`src/rtl/multibyte_add_seq_if.sv`:
```
// Bus for multibyte_add_seq: operation request, result, flags and a debug view of the FSM state.
// Handshake: start is accepted on a rising edge only while ready=1; done is a one-cycle pulse
// with no backpressure, and result/flags are valid from that pulse until the next accepted start.
interface multibyte_add_seq_if #(
    parameter int BYTES = 4
);
    localparam int W = 8 * BYTES;

    logic         start;
    logic         op_sub;
    logic [W-1:0] a;
    logic [W-1:0] b;
    logic         cin;
    logic         ready;
    logic         done;
    logic [W-1:0] result;
    logic         cout;
    logic         overflow;
    logic         zero;
    logic [1:0]   dbg_state;

    modport master (
        output start, op_sub, a, b, cin,
        input  ready, done, result, cout, overflow, zero, dbg_state
    );

    modport slave (
        input  start, op_sub, a, b, cin,
        output ready, done, result, cout, overflow, zero, dbg_state
    );
endinterface

```
`src/rtl/multibyte_add_seq.sv`:
```
// Byte-serial W-bit add/subtract through one shared 8-bit adder, LSB byte first.
// Optional macro MULTIBYTE_ADD_SAT_EN adds unsigned saturation of the final result.
module FullAdder_8B (
    input  logic [7:0] a,
    input  logic [7:0] b,
    input  logic       cin,
    output logic       cout,
    output logic [7:0] sum
);
    always_comb begin
        {cout, sum} = 9'(a) + 9'(b) + 9'(cin);
    end
endmodule

module multibyte_add_seq #(
    parameter int BYTES = 4
) (
    input  logic                clk,
    input  logic                rst,
    multibyte_add_seq_if.slave  bus
);
    localparam int W  = 8 * BYTES;
    localparam int IW = $clog2(BYTES);

    typedef enum logic [1:0] {
        IDLE = 2'd0,
        RUN  = 2'd1,
        DONE = 2'd2
    } state_t;

    state_t        state_q;
    state_t        state_d;
    logic [W-1:0]  a_q;
    logic [W-1:0]  b_q;
    logic          op_sub_q;
    logic          carry_q;
    logic [IW-1:0] idx_q;
    logic [W-1:0]  result_q;
    logic          cout_q;
    logic          ovf_q;
    logic          zero_q;

    logic [7:0]    a_byte;
    logic [7:0]    b_byte;
    logic [7:0]    sum_byte;
    logic          add_cout;
    logic          last_byte;
    logic [W-1:0]  res_next;
    logic [W-1:0]  res_final;
    logic          ovf_next;

    FullAdder_8B u_adder (
        .a    (a_byte),
        .b    (b_byte),
        .cin  (carry_q),
        .cout (add_cout),
        .sum  (sum_byte)
    );

    // Byte select, result merge and flags for the byte currently in the adder.
    always_comb begin
        a_byte    = a_q[{idx_q, 3'b000} +: 8];
        b_byte    = b_q[{idx_q, 3'b000} +: 8] ^ {8{op_sub_q}};
        last_byte = (idx_q == IW'(BYTES - 1));
        res_next  = result_q;
        res_next[{idx_q, 3'b000} +: 8] = sum_byte;
        // On the last byte b_byte[7] is the sign bit of the effective B operand.
        ovf_next  = (a_q[W-1] == b_byte[7]) && (res_next[W-1] != a_q[W-1]);
`ifdef MULTIBYTE_ADD_SAT_EN
        if (!op_sub_q && add_cout) begin
            res_final = '1;
        end else if (op_sub_q && !add_cout) begin
            res_final = '0;
        end else begin
            res_final = res_next;
        end
`else
        res_final = res_next;
`endif
    end

    always_ff @(posedge clk) begin
        if (rst) begin
            state_q <= IDLE;
        end else begin
            state_q <= state_d;
        end
    end

    always_comb begin
        state_d = state_q;
        case (state_q)
            IDLE:    if (bus.start) state_d = RUN;
            RUN:     if (last_byte) state_d = DONE;
            DONE:    state_d = IDLE;
            default: state_d = IDLE;
        endcase
    end

    // Flags are captured together with the final byte so they are valid while done is high.
    always_ff @(posedge clk) begin
        if (rst) begin
            a_q      <= '0;
            b_q      <= '0;
            op_sub_q <= 1'b0;
            carry_q  <= 1'b0;
            idx_q    <= '0;
            result_q <= '0;
            cout_q   <= 1'b0;
            ovf_q    <= 1'b0;
            zero_q   <= 1'b0;
        end else begin
            case (state_q)
                IDLE: begin
                    if (bus.start) begin
                        a_q      <= bus.a;
                        b_q      <= bus.b;
                        op_sub_q <= bus.op_sub;
                        carry_q  <= bus.op_sub | bus.cin;
                        idx_q    <= '0;
                    end
                end
                RUN: begin
                    carry_q <= add_cout;
                    idx_q   <= idx_q + IW'(1);
                    if (last_byte) begin
                        result_q <= res_final;
                        cout_q   <= add_cout;
                        ovf_q    <= ovf_next;
                        zero_q   <= (res_final == '0);
                    end else begin
                        result_q <= res_next;
                    end
                end
                default: ;
            endcase
        end
    end

    always_comb begin
        bus.ready     = (state_q == IDLE);
        bus.done      = (state_q == DONE);
        bus.result    = result_q;
        bus.cout      = cout_q;
        bus.overflow  = ovf_q;
        bus.zero      = zero_q;
        bus.dbg_state = state_q;
    end
endmodule

```
`src/flat_wrapper.sv`:
```
// flat-port wrapper written by rule: the top's interface ports become plain ports
module multibyte_add_seq_flat 
#(
    parameter int BYTES = 4
)
  (clk, rst, bus_start, bus_op_sub, bus_a, bus_b, bus_cin, bus_ready, bus_done, bus_result, bus_cout, bus_overflow, bus_zero, bus_dbg_state);
  multibyte_add_seq_if #(.BYTES(BYTES)) bus_i ();
  input  logic clk;
  input  logic rst;
  input wire logic [$bits(bus_i.start)-1:0] bus_start;
  input wire logic [$bits(bus_i.op_sub)-1:0] bus_op_sub;
  input wire logic [$bits(bus_i.a)-1:0] bus_a;
  input wire logic [$bits(bus_i.b)-1:0] bus_b;
  input wire logic [$bits(bus_i.cin)-1:0] bus_cin;
  output wire logic [$bits(bus_i.ready)-1:0] bus_ready;
  output wire logic [$bits(bus_i.done)-1:0] bus_done;
  output wire logic [$bits(bus_i.result)-1:0] bus_result;
  output wire logic [$bits(bus_i.cout)-1:0] bus_cout;
  output wire logic [$bits(bus_i.overflow)-1:0] bus_overflow;
  output wire logic [$bits(bus_i.zero)-1:0] bus_zero;
  output wire logic [$bits(bus_i.dbg_state)-1:0] bus_dbg_state;
  assign bus_i.start = bus_start;
  assign bus_i.op_sub = bus_op_sub;
  assign bus_i.a = bus_a;
  assign bus_i.b = bus_b;
  assign bus_i.cin = bus_cin;
  assign bus_ready = bus_i.ready;
  assign bus_done = bus_i.done;
  assign bus_result = bus_i.result;
  assign bus_cout = bus_i.cout;
  assign bus_overflow = bus_i.overflow;
  assign bus_zero = bus_i.zero;
  assign bus_dbg_state = bus_i.dbg_state;
  multibyte_add_seq #(.BYTES(BYTES)) u_core (.clk(clk), .rst(rst), .bus(bus_i));
endmodule
```
`config.mk`:
```
export PLATFORM = sky130hd
export DESIGN_NAME = multibyte_add_seq_flat
export DESIGN_NICKNAME = d
export VERILOG_FILES = /design/src/rtl/multibyte_add_seq_if.sv /design/src/rtl/multibyte_add_seq.sv /design/src/flat_wrapper.sv
export SDC_FILE = /design/constraint.sdc
export NUM_CORES = 1
export LEC_CHECK = 0
export ABC_AREA = 1
export BUFFER_PORTS_ARGS = -buffer_cell sky130_fd_sc_hd__clkbuf_2
export CORE_MARGIN = 2
export CORE_UTILIZATION = 30
export CTS_CLUSTER_DIAMETER = 40
export DETAILED_ROUTE_END_ITERATION = 12
export SYNTH_ARGS = -nofsm -noshare
export SYNTH_HDL_FRONTEND = slang
export SYNTH_SLANG_ARGS = --single-unit
export TNS_END_PERCENT = 10
```
`constraint.sdc`:
```
create_clock -name clk -period 6.65 [get_ports clk]
set_input_delay 0.3325 -clock clk [delete_from_list [all_inputs] [get_ports clk]]
set_output_delay 0.3325 -clock clk [all_outputs]
set_load 0.05 [all_outputs]
```
# ---- After elaboration in Yosys (flattened, before gate mapping)
# Cells that the tools add are included.
dict set report totals {
  elab_cells 43
  reg_bits 105
}
dict set report op_classes {
  n_shift 4
  muxes 8
  reduce_logical 8
  bitwise 2
  n_eq_ne 7
  n_addsub 4
}
# op count
set ops {}
lappend ops {{$shiftx 32x6->8} 2}
lappend ops {{$bwmux 32} 1}
lappend ops {{$logic_not 32->1} 1}
lappend ops {{$shift 8x7->32 const A} 1}
lappend ops {{$shiftx 8x7->32} 1}
lappend ops {{$add 8x8->9} 1}
lappend ops {{$add 9x1->9} 1}
lappend ops {{$pmux 2 s2} 2}
lappend ops {{$reduce_and 2->1} 4}
lappend ops {{$xor 8x8->8} 1}
lappend ops {{$neg 5->7} 1}
lappend ops {{$mux 2} 3}
lappend ops {{$eq 2x2->1 const B} 2}
lappend ops {{$add 2x1->2 const B} 1}
lappend ops {{$eq 2x1->1 const B} 1}
lappend ops {{$logic_not 2->1} 1}
lappend ops {{$ne 2x1->1 const B} 1}
lappend ops {{$ne 2x2->1 const B} 1}
lappend ops {{$pmux 1 s2} 1}
lappend ops {{$reduce_bool 2->1} 1}
lappend ops {{$eq 1x1->1} 1}
lappend ops {{$logic_and 1x1->1} 1}
lappend ops {{$mux 1} 1}
lappend ops {{$ne 1x1->1} 1}
lappend ops {{$or 1x1->1} 1}

# ---- Logic depth before layout (Yosys ltp)
# Gate-level depths: netlist of run 1.
dict set report depth {
  word_depth 8
  ltp_mapped 23
}

# ---- Modules after synthesis
# From an unflattened synthesis of run 1, not the netlist that was laid out.
dict set report hier_totals {
  hier_cells 833
  area_unflattened_um2 5480.3
}
# module area_each_um2 n_inst cells_each seq_area_each_um2
set modules_own_cells {}
lappend modules_own_cells {multibyte_add_seq 5128.7 1 774 2102.0}
lappend modules_own_cells {FullAdder_8B 351.6 1 59 0.0}

# ---- Least setup slack after synthesis of run 1
# Ideal clock, no wire load.
dict set report synth_timing {
  kind {register -> register}
  startpoint {register u_core.idx_q[0]}
  endpoint {register u_core.zero_q, in the netlist u_core.bus.zero}
  arrival_ps 3027
  period_less_slack_ps 3157
  path_buffers 3
  path_slack_ps 3493
  path_stages_with_launch 22
  required_time_ps 6519
  cell_sequence {dfxtp_1 > buf_4 > buf_2 > clkbuf_1 > o21ai_0 > o22ai_1 > xor2_1 > fa_1 > inv_1 > fa_1 > nand2_2 > nand2_2 > nand3b_2 > nand2_2 > nand2_2 > nand3_2 > nor2_1 > nand2_1 > o21ai_0 > nor2_1 > nand3_1 > a21oi_2}
}
dict set report synth_via {
  elab_chain_cells 7
  word_cells_on_any_way 12
  classes_between {3 x add/sub; 1 x eq/ne; 4 x shift; 1 x mux; 1 x bitwise; 2 x reduce/logical}
}
# element line_no
set synth_rtl {}
lappend synth_rtl {{from (decl)} multibyte_add_seq.sv:37} ;# logic [IW-1:0] idx_q;
lappend synth_rtl {{from (signal assigned)} multibyte_add_seq.sv:125} ;# idx_q <= idx_q + IW'(1);
lappend synth_rtl {{$shiftx 32x6->8} multibyte_add_seq.sv:63} ;# b_byte = b_q[{idx_q, 3'b000} +: 8] ^ {8{op_sub_q}};
lappend synth_rtl {{$xor 8x8->8} multibyte_add_seq.sv:63}
lappend synth_rtl {{$add 8x8->9} multibyte_add_seq.sv:11} ;# {cout, sum} = 9'(a) + 9'(b) + 9'(cin);
lappend synth_rtl {{$add 9x1->9} multibyte_add_seq.sv:11}
lappend synth_rtl {{$shiftx 8x7->32} multibyte_add_seq.sv:66} ;# res_next[{idx_q, 3'b000} +: 8] = sum_byte;
lappend synth_rtl {{$bwmux 32} multibyte_add_seq.sv:66}
lappend synth_rtl {{$logic_not 32->1} multibyte_add_seq.sv:130} ;# zero_q <= (res_final == '0);
lappend synth_rtl {{to (signal assigned)} multibyte_add_seq.sv:130}
lappend synth_rtl {{to (decl)} multibyte_add_seq.sv:41} ;# logic zero_q;
# Several ways; a longest one is shown, not always the timed one.
# A chain may end at the register's enable or synchronous reset.

# ---- Worst setup path after layout of run 1
dict set report layout_timing {
  startpoint {register u_core.idx_q[1]}
  endpoint {register u_core.zero_q, in the netlist u_core.bus.zero}
}
# Same word-level chain as after synthesis.

==> results of run 1 <==
==> registers in the layout (all words and copies together), names as in the netlist <==
name,count
u_core.op_sub_q,1
u_core.bus.overflow,1
u_core.bus.cout,1
u_core.bus.zero,1
u_core.carry_q,1
u_core.bus.result,32
u_core.a_q,32
u_core.bus.dbg_state,2
u_core.b_q,32
u_core.idx_q,2
==> final timing paths <==
| path | startpoint | end | slack [ns] |
|---|---|---|---|
| max reg2reg | u_core.idx_q[1] | u_core.bus.zero | 2.87 |
| min | bus_b[28] | u_core.b_q[28] | 0.22 |
| min reg2reg | u_core.b_q[14] | u_core.b_q[14] | 0.48 |
| max | u_core.idx_q[1] | u_core.bus.zero | 2.87 |
==> layout make-up <==
class / instances / area [um2] / area share [%]
Clock buffer: 10 / 229 / 3.63
Inverter: 88 / 333 / 5.28
Tap cell: 225 / 282 / 4.47
Multi-Input combinational cell: 563 / 2760 / 43.8
Clock inverter: 5 / 38.8 / 0.616
Sequential cell: 105 / 2100 / 33.4
Timing Repair Buffer: 110 / 558 / 8.86
==> worst register-to-register path, cell delays in order (launching register included) <==
cell,delay (ns)
dfxtp_1,0.74
inv_1,0.49
o21ai_0,0.21
o22ai_1,0.11
xor2_1,0.16
fa_1,0.39
inv_1,0.12
fa_1,0.47
nand3_1,0.13
o22ai_1,0.09
nor2_1,0.10
nand3_1,0.09
nor2_1,0.09
nand2_1,0.06
nor2_1,0.08
nand2_1,0.06
nor2_1,0.10
nand3_1,0.10
a21oi_2,0.11
==> power breakdown <==
part           switching (W)  internal [W]  leakage, nW
combinational       0.000375      0.000169         2.09
clock               0.000245      0.000255        0.130
sequential         0.0000406      0.000683        0.868
total               0.000660       0.00111         3.09
==> layout by cell type (no fill, tap or decap), types with 2 or more instances in the layout <==
cell type	netlist	final
o21ai_0	122	122
o22ai_1	17	17
a32o_1	2	2
xor2_1	8	8
inv_2	4	6
inv_6	0	3
a21oi_1	23	23
o211ai_1	13	13
ha_1	13	13
a31oi_1	2	2
clkbuf_16	0	9
nand4_1	12	12
nand2_2	7	8
a21oi_2	2	2
clkbuf_2	0	107
o21ai_1	3	3
nand2_1	88	87
nand3_2	5	5
o21bai_1	2	2
fa_1	2	2
inv_1	82	80
nor2_1	207	207
dfxtp_1	105	105
nand3_1	30	30
buf_4	1	3
==> per-layer routing <==
| metal | vias up | wire [um] |
|---|---|---|
| met3 | 16 | 854 |
| met4 | 0 | 218 |
| met1 | 2270 | 7470 |
| met5 | - | 0 |
| met2 | 149 | 6740 |
| li1 | 2737 | - |
==> cell families (layout without fill, tap and decap cells) <==
logic type                 count (synthesis)  count (layout)
xor gates and xnor gates                   8               8
buffers and inverters                    132             213
AOI/OAI and AO/OA                        187             187
DFF                                      105             105
adders and majority gates                 15              15
and+or+nand+nor                          353             353
==> stage by stage <==
| step | hold slack (ns) | cell area [um2] | cells |
|---|---|---|---|
| finish | 0.218 | 6300 | 1106 |
| global placement | 0.460 | 6030 | 1091 |
| global route | 0.242 | 6300 | 1106 |
| CTS | 0.210 | 6300 | 1106 |
| detailed placement | 0.467 | 6030 | 1091 |
| floorplan | 0.449 | 5370 | 800 |
==> flow_summary.ini, run 1 <==
[critical_path]
setup.worst_path.end_class = flop
worst-endpoint-arrival_ns = 4.07
slowest_delay_ns = 0.74
worst-path-buf-inv = 2
required_ns = 6.94
critical-path-top-delay-family = adder cells
crit_cells = 18
cp_slowest_cell = dfxtp_1
most_frequent_cp_cell = nor2_1
worstSetupStartpointType = flop
critPathMaxFanout = 20
critPathKind = reg -> reg
crit_chain = inv_1, o21ai_0, o22ai_1, xor2_1, fa_1, inv_1, fa_1, nand3_1, o22ai_1, nor2_1, nand3_1, nor2_1, nand2_1, nor2_1, nand2_1, nor2_1, nand3_1, a21oi_2
ff2ff_path_depth = 18

[floorplanning]
initial_utilization_pct = 30.8
design.core.area_um2 = 17400
chipWidth_um = 138
io_pins = 108
fp.dieArea_um2 = 19000
placement_rows = 48
die_h_um = 138

[synthesis]
post_synth_inst_count = 800
synthDominantAreaCellType = dfxtp_1
post_synth_most_frequent_cells = nor2_1, o21ai_0, dfxtp_1
yosys_most_used_dff = dfxtp_1
yosys.cell_count.top_type = nor2_1
async_sr_flop_fraction_pct = 0
synth_enable_flop_cells = 0
yosys.area_share.adder_pct = 3.78
yosys-mux-area-fraction_pct = 0
synth.lib_cells_used.distinct = 32
synthXorXnorAreaFrac_pct = 1.31
synth-simple-area-share_pct = 27.3
synth_compound_gate_area_share_pct = 19.0
synth_area_per_cell_um2 = 6.71
combinational_family_with_the_most_area_after_synthesis = simple AND/OR/NAND/NOR gates
mappedNetlistArea_um2 = 5370
synthTopCellsByArea = dfxtp_1, nor2_1, o21ai_0, nand2_1, inv_1
synth_seq_cells = 105
yosysWarnings = 0
synth_sequential_area_ratio_pct = 39.2
synth_largest_type_area_fraction_pct = 39.2
syn-num-nets = 884

[sta]
max_clock_skew_ns = 0.0129
postLayoutSetupSlackWorst_ns = 2.87
grt_setup_unrepaired = false
report.final.slew_viol_count = 0
tightestPinTransition_ns = 1.09
worst_slew_margin_relative_to_its_limit_pct = 27.5
finalSetupViolations = 0
timing.final.crit_share_pct = 56.8
fin_setup_tns_ns = 0
final_critical_path_time_including_i_o_delays_and_setup_ns = 3.78
count_of_endpoints_failing_hold_in_the_final_timing_report = 0
max_fclk_mhz = 265

[drt]
routedWlPerCell_um = 13.8
detail_route.drc_violations = 0
postRouteAntennaNets = 0
total_wire_length_mm = 15.3
route.vias.total = 5172
detail_route.vias_per_cell = 4.68
dr.first_iter.drc_count = 315
dr.pass1.iters = 5

[clock_tree]
clock_tree.root_cell = clkbuf_16
number_of_clock_sinks = 105
cts_tree = built
post_cts.repair.setup_buffers = 0
cts_max_level = 3
cts-root-to-sink-buffers = 2
path_clk_slew_ns = 0.07
ctsResizeCount = 0
ctsHoldBuffers = 0
clock_latency_ns = 0.36
numCtsBuffers = 9

[placement]
gp_congestion = 0.866
post-dp-hpwl_mm = 11.3
placement.io_buffers = 107
detailedPlace.worstSlack_ns = 2.95

[grt]
top_usage_layer = met2
initial_antenna_violation_count = 0
grt_start_max_net_pins = 84
grt_use_total_pct = 17.1
number_of_global_route_vias_before_repair = 4942
grtUsageMet3_pct = 3.35
gr_layer_usage_met2_pct = 27.2
grt_overflow_total = 0
grt_first_pass_wirelength_mm = 25.0
met1_demand_to_capacity_share_in_global_routing_pct = 23.2

[final_layout]
num_antenna_cells = 0
fraction_of_layout_cells_with_a_size_suffix_above_1_pct = 17.0
area_delta_synth_final_pct = 17.4
fillerInstances = 1925
postLayoutCoreUtil_pct = 36.2
final_nets = 961

[pwr]
static-leakage-power_nw = 3.09
ir_drop_uv = 154
total_power_w = 0.00177
pwr_dens_nw_per_um2 = 281

[job]
cap_viol_max_count = 0

[worst_hold_path]
whs_path_depth = 3
min-delay-path-class = in -> reg

[run_status]
outcome = finished clean
No activity file was read; power rests on OpenSTA's default activity.
==> run 2: changes to the inputs <==
Settings changed: ABC_AREA 1 to 0.
Clock period 6.65 ns to 3.6 ns, I/O delays scaled along.
==> run 2 against run 1 <==
Compared with the run above: power rose by 51%; critical path depth is 7 lower; count of clock-buffer cells in the layout rose by 1; die area shrank 12%; first-iteration DRC count is 18% higher; sequential power increased by 73%; worst setup slack lost 2.6 ns; non-clock buffer count is 8 higher; synthesized area down 12%; largest cell class unchanged.
==> flow_summary.ini, run 2 <==
[floorplanning]
fp.dieArea_um2 = 16700
chipWidth_um = 129
io_pins = 108
die_h_um = 129
design.core.area_um2 = 15300
initial_utilization_pct = 30.9
placement_rows = 45

[synthesis]
post_synth_most_frequent_cells = nand2_1, dfxtp_1, a21oi_1
synth_enable_flop_cells = 0
synthDominantAreaCellType = dfxtp_1
async_sr_flop_fraction_pct = 0
yosys.cell_count.top_type = nand2_1
synthTopCellsByArea = dfxtp_1, nand2_1, a21oi_1, mux4_2, a22oi_1
syn-num-nets = 631
yosysWarnings = 0
post_synth_inst_count = 547
synth_seq_cells = 105
mappedNetlistArea_um2 = 4710
synth_area_per_cell_um2 = 8.61
synth.lib_cells_used.distinct = 44
synth_largest_type_area_fraction_pct = 44.6
synth_sequential_area_ratio_pct = 44.6
yosys_most_used_dff = dfxtp_1

[pwr]
static-leakage-power_nw = 2.41
share_comb_of_total_power_pct = 18.1
pwr_dens_nw_per_um2 = 464
switchingPower_w = 0.000773
share_clk_of_total_power_pct = 35.0
power.switching_fraction_pct = 29.0
ir_drop_uv = 252
seqPwrFrac_pct = 46.8
p_int_w = 0.00189

[final_layout]
fraction_of_layout_cells_with_a_size_suffix_above_1_pct = 24.9
commonest_non_fill_non_tap_cells_in_the_layout = nand2_1, clkbuf_2, dfxtp_1, a21oi_1, nor2_1
fillerInstances = 1584
layout.cells.most_common = nand2_1
final_nets = 725
num_antenna_cells = 0
area_delta_synth_final_pct = 22.0

[drt]
route.vias.total = 4130
routedWlPerCell_um = 14.6
dr.pass1.iters = 5
total_wire_length_mm = 12.5
detail_route.drc_violations = 0
dr.first_iter.drc_count = 372
detail_route.vias_per_cell = 4.82
postRouteAntennaNets = 0

[clock_tree]
cts_tree = built
cts_max_level = 3
numCtsBuffers = 9
clock_tree.root_cell = clkbuf_16
clock_latency_ns = 0.36
number_of_clock_sinks = 105
cts-root-to-sink-buffers = 2
path_clk_slew_ns = 0.07

[placement]
post-dp-hpwl_mm = 9.24
gp_congestion = 0.763
detailedPlace.worstSlack_ns = 0.101
placement.io_buffers = 107

[critical_path]
setup.worst_path.end_class = flop
cp_slowest_cell = or4_1
critPathKind = reg -> reg
critical-path-top-delay-family = simple AND/OR/NAND/NOR gates
worst-endpoint-arrival_ns = 3.63
critPathMaxFanout = 5
worstSetupStartpointType = flop
crit_chain = mux4_2, xnor2_1, fa_1, inv_1, fa_1, a211oi_2, nor2_1, xor2_1, or4_1, o31ai_1, a41o_1
required_ns = 3.90
most_frequent_cp_cell = fa_1
worst-path-buf-inv = 1
slowest_delay_ns = 0.56

[grt]
grt_first_pass_wirelength_mm = 19.7
grt_start_max_net_pins = 73
number_of_global_route_vias_before_repair = 3911
grt_overflow_total = 0
grt_use_total_pct = 15.3
initial_antenna_violation_count = 0

[sta]
timing.final.crit_share_pct = 92.6
final_critical_path_time_including_i_o_delays_and_setup_ns = 3.33
count_of_endpoints_failing_hold_in_the_final_timing_report = 0
fin_setup_tns_ns = 0
finalSetupViolations = 0
postLayoutSetupSlackWorst_ns = 0.267
grt_setup_unrepaired = false
max_clock_skew_ns = 0.0124
max_fclk_mhz = 300
tightestPinTransition_ns = 1.05
worst_slew_margin_relative_to_its_limit_pct = 29.9
report.final.slew_viol_count = 0

[job]
cap_viol_max_count = 0

[run_status]
outcome = finished clean

[worst_hold_path]
min-delay-path-class = in -> reg
## run 2: cell count changes after synthesis, moves of 26 or more
| cell | previous run | this run |
|---|---|---|
| a21oi_1 | 23 | 82 |
| a22oi_1 | 0 | 31 |
| inv_1 | 82 | 8 |
| nand2_1 | 88 | 145 |
| nand3_1 | 30 | 4 |
| nor2_1 | 207 | 45 |
| o21ai_0 | 122 | 1 |
## run 2: final timing paths
path	startpoint	to	slack [ns]	cells past startpoint
worst max-delay path	u_core.idx_q[0]	u_core.bus.zero	0.27	11
worst min-delay path	bus_a[20]	u_core.a_q[20]	0.04	3
worst max register to register	u_core.idx_q[0]	u_core.bus.zero	0.27	11
worst min register to register	u_core.b_q[15]	u_core.b_q[15]	0.45	2
## run 2: kinds of logic after synthesis
kind of cell / count (synthesis) / synth area share [%]
AOI/OAI and AO/OA: 132 / 17.4
xor gates and xnor gates: 13 / 2.42
adders and majority gates: 15 / 4.30
buffers and inverters: 43 / 3.72
DFF: 105 / 44.6
muxes: 17 / 7.97
and+or+nand+nor: 222 / 19.6
## run 2: layout make-up
cell class              instances  area (um2)  share of cell area (%)
inverters                       8        30.0                   0.522
repair buffers                118         633                    11.0
well taps                     211         264                    4.59
clock inverters                 5        38.8                   0.674
clock buffers                  11         243                    4.22
flip-flops and latches        105        2100                    36.6
multi-input cells             399        2440                    42.4
## run 2: stage by stage
step	hold slack, ns	instance area, um2	utilization (%)	cells	power [W]
after floorplan	0.316	4710	-	547	0.00159
after global placement	0.410	5460	35.8	841	0.00176
after detailed placement	0.408	5460	35.8	841	0.00176
after CTS	0.0253	5740	37.6	857	0.00270
after global routing	0.0322	5750	37.7	857	0.00280
final	0.0402	5750	37.7	857	0.00267
## run 2: worst min-delay path: stages
cell	delay [ns]
clkbuf_2	0.08
nand2_1	0.04
a21oi_1	0.05
## run 2: routing by layer
layer	GRT usage [%]	part of all wire, %	vias up
met5	0	0	-
met4	3.32	0.74	0
met3	5.08	6.8	4
li1	-	-	2085
met2	24.1	46	123
met1	20.5	46	1918
## run 2: power groups by stage
stage	Clock (W)	Sequential (W)	Combinational, W
after detailed placement	0	0.00128	0.000486
after floorplan	0	0.00129	0.000307
after global placement	0	0.00128	0.000482
after CTS	0.000966	0.00125	0.000486
final	0.000933	0.00125	0.000484
after global routing	0.00101	0.00125	0.000533
## run 2: repair_timing
action / in CTS / in global routing
endpoints found under the setup margin: 0 / 1
hold buffers: 0 / 0
gates resized for setup: 0 / 4
setup buffers: 0 / 0
==> run 3: changes to the inputs <==
Settings changed: PLACE_DENSITY from default to 0.49.
==> run 3 against run 2 <==
Compared with the run above: sequential power about the same; final cell count grew 0.12%; count of clock-buffer cells in the layout shrank 1; critical path depth grew 1; combinational power is 1% higher; worst setup slack got worse by 0.11 ns; hold slack got worse by 0.0023 ns; power rose by 4.6%; sequential cell count unchanged.
==> flow_summary.ini, run 3 (same netlist as run 2, synthesis figures left out) <==
[run_status]
outcome = finished clean

[floorplanning]
io_pins = 108
design.core.area_um2 = 15300
initial_utilization_pct = 30.9
fp.dieArea_um2 = 16700
die_h_um = 129
chipWidth_um = 129
placement_rows = 45

[critical_path]
worstReg2RegStart = u_core.idx_q[0]
slowest_delay_ns = 0.56
worstSetupStartpointType = flop
cp_slowest_cell = or4_1
setup.worst_path.end_class = flop
worst-endpoint-arrival_ns = 3.74
crit_chain = buf_6, mux4_2, inv_1, fa_1, inv_1, fa_1, a211oi_2, nor2_1, xor2_1, or4_1, o31ai_1, a41o_1
regToRegSetupSlack_ns = 0.16
rr_endpoint = u_core.bus.zero
critPathMaxFanout = 7
required_ns = 3.89
critPathKind = reg -> reg
ff2ff_path_depth = 12

[final_layout]
layout.cells.most_common = nand2_1
num_antenna_cells = 0
area_delta_synth_final_pct = 23.0
fraction_of_layout_cells_with_a_size_suffix_above_1_pct = 25.2
regArea_um2 = 2100
final_nets = 726
fillerInstances = 1591
multi_input_comb_area_um2 = 2450
commonest_non_fill_non_tap_cells_in_the_layout = nand2_1, clkbuf_2, dfxtp_1, a21oi_1, nor2_1

[grt]
grt_use_total_pct = 16.2
initial_antenna_violation_count = 0
grt_start_max_net_pins = 66
grt_first_pass_wirelength_mm = 20.9
grt_overflow_total = 0
number_of_global_route_vias_before_repair = 4161

[worst_hold_path]
whs_path_depth = 3
worstHoldEndpoint = u_core.a_q[9]
hold_path_startpoint = bus_a[9]
min-delay-path-class = in -> reg

[clock_tree]
path_clk_slew_ns = 0.07
cts_max_level = 3
numCtsBuffers = 9
clock_tree.root_cell = clkbuf_16
clock_latency_ns = 0.35
number_of_clock_sinks = 105
cts_tree = built
post_cts.repair.setup_buffers = 0
cts-root-to-sink-buffers = 2

[sta]
count_of_endpoints_failing_hold_in_the_final_timing_report = 0
fin_setup_tns_ns = 0
final_critical_path_time_including_i_o_delays_and_setup_ns = 3.44
tightestPinTransition_ns = 1.06
finalSetupViolations = 0
worst_slew_margin_relative_to_its_limit_pct = 29.5
postLayoutSetupSlackWorst_ns = 0.156
report.final.slew_viol_count = 0
hold-worst-slack_ns = 0.0379
max_clock_skew_ns = 0.0115
max_fclk_mhz = 290
grt_setup_unrepaired = false
timing.final.crit_share_pct = 95.7

[drt]
total_wire_length_mm = 13.3
detail_route.drc_violations = 0
dr.pass1.iters = 5
dr.first_iter.drc_count = 226
postRouteAntennaNets = 0
route.vias.total = 4165
routedWlPerCell_um = 15.5
detail_route.vias_per_cell = 4.85

[placement]
placement.io_buffers = 107
gp_congestion = 0.739
detailedPlace.worstSlack_ns = 0.133
post-dp-hpwl_mm = 9.86

[job]
cap_viol_max_count = 0

[pwr]
ir_drop_uv = 234
static-leakage-power_nw = 2.42
total_power_w = 0.00279
pwr_dens_nw_per_um2 = 481
## run 3: cell types whose count changed in the layout (fill, tap and decap cells not counted)
cell        delta
bufinv_16      +2
clkinv_2       -1
buf_6          +1
clkinvlp_4     +1
buf_12         -1
inv_8          -1
buf_4          +1
xnor2_2        +1
xnor2_1        -1
clkbuf_8       -1
## run 3: through the flow
stage / cells / area, um2 / utilization (%)
after floorplan: 547 / 4710 / -
after CTS: 858 / 5780 / 37.9
final: 858 / 5790 / 38.0
after detailed placement: 842 / 5460 / 35.8
after global placement: 842 / 5460 / 35.8
after global routing: 858 / 5790 / 38.0
## run 3: report_power, final
group | internal, W | total [W] | leakage, nW | switching (W)
Sequential | 0.00122 | 0.00125 | 0.858 | 0.0000348
Combinational | 0.000184 | 0.000490 | 1.41 | 0.000307
Clock | 0.000612 | 0.00105 | 0.153 | 0.000435
Total | 0.00201 | 0.00279 | 2.42 | 0.000777
## run 3: critical path, delay by kind of cell, from the launching register on
kind | cells | cell delay [ns]
fa+ha+maj | 2 | 0.58
xor+xnor | 1 | 0.23
mux | 1 | 0.51
flops | 1 | 0.37
compound gates | 3 | 0.75
buf+inv | 3 | 0.30
simple gates | 2 | 0.65
## run 3: routing by layer
layer / GRT usage (%) / wire [um] / up-vias
met5: 0 / 0 / -
met4: 5.31 / 128 / 0
met3: 4.05 / 717 / 9
met2: 26.5 / 6330 / 110
met1: 21.1 / 6120 / 1964
li1: - / - / 2082
## run 3: area by class of cell
type                    count  share of cell area [%]
clock buffers              10                    3.95
clock inverters             6                    1.55
inverters                   8                   0.518
multi-input cells         399                    42.2
flip-flops and latches    105                    36.3
well taps                 211                    4.56
repair buffers            119                    10.9
## run 3: repair_timing
item	4_1_cts	5_1_grt
resized for setup	0	3
setup endpoints to repair	0	4
hold buffers	0	0
## run 3: worst max-delay path by stage
stage | slack [ns] | to | cells past startpoint | startpoint
global route | 0.02 | u_core.bus.zero | 12 | u_core.idx_q[0]
detailed placement | 0.13 | u_core.bus.zero | 12 | u_core.idx_q[0]
floorplan | 0.02 | u_core.bus.zero | 13 | u_core.idx_q[0]
finish | 0.16 | u_core.bus.zero | 12 | u_core.idx_q[0]
CTS | 0.10 | u_core.bus.zero | 12 | u_core.idx_q[0]
global placement | 0.26 | u_core.bus.zero | 12 | u_core.idx_q[0]
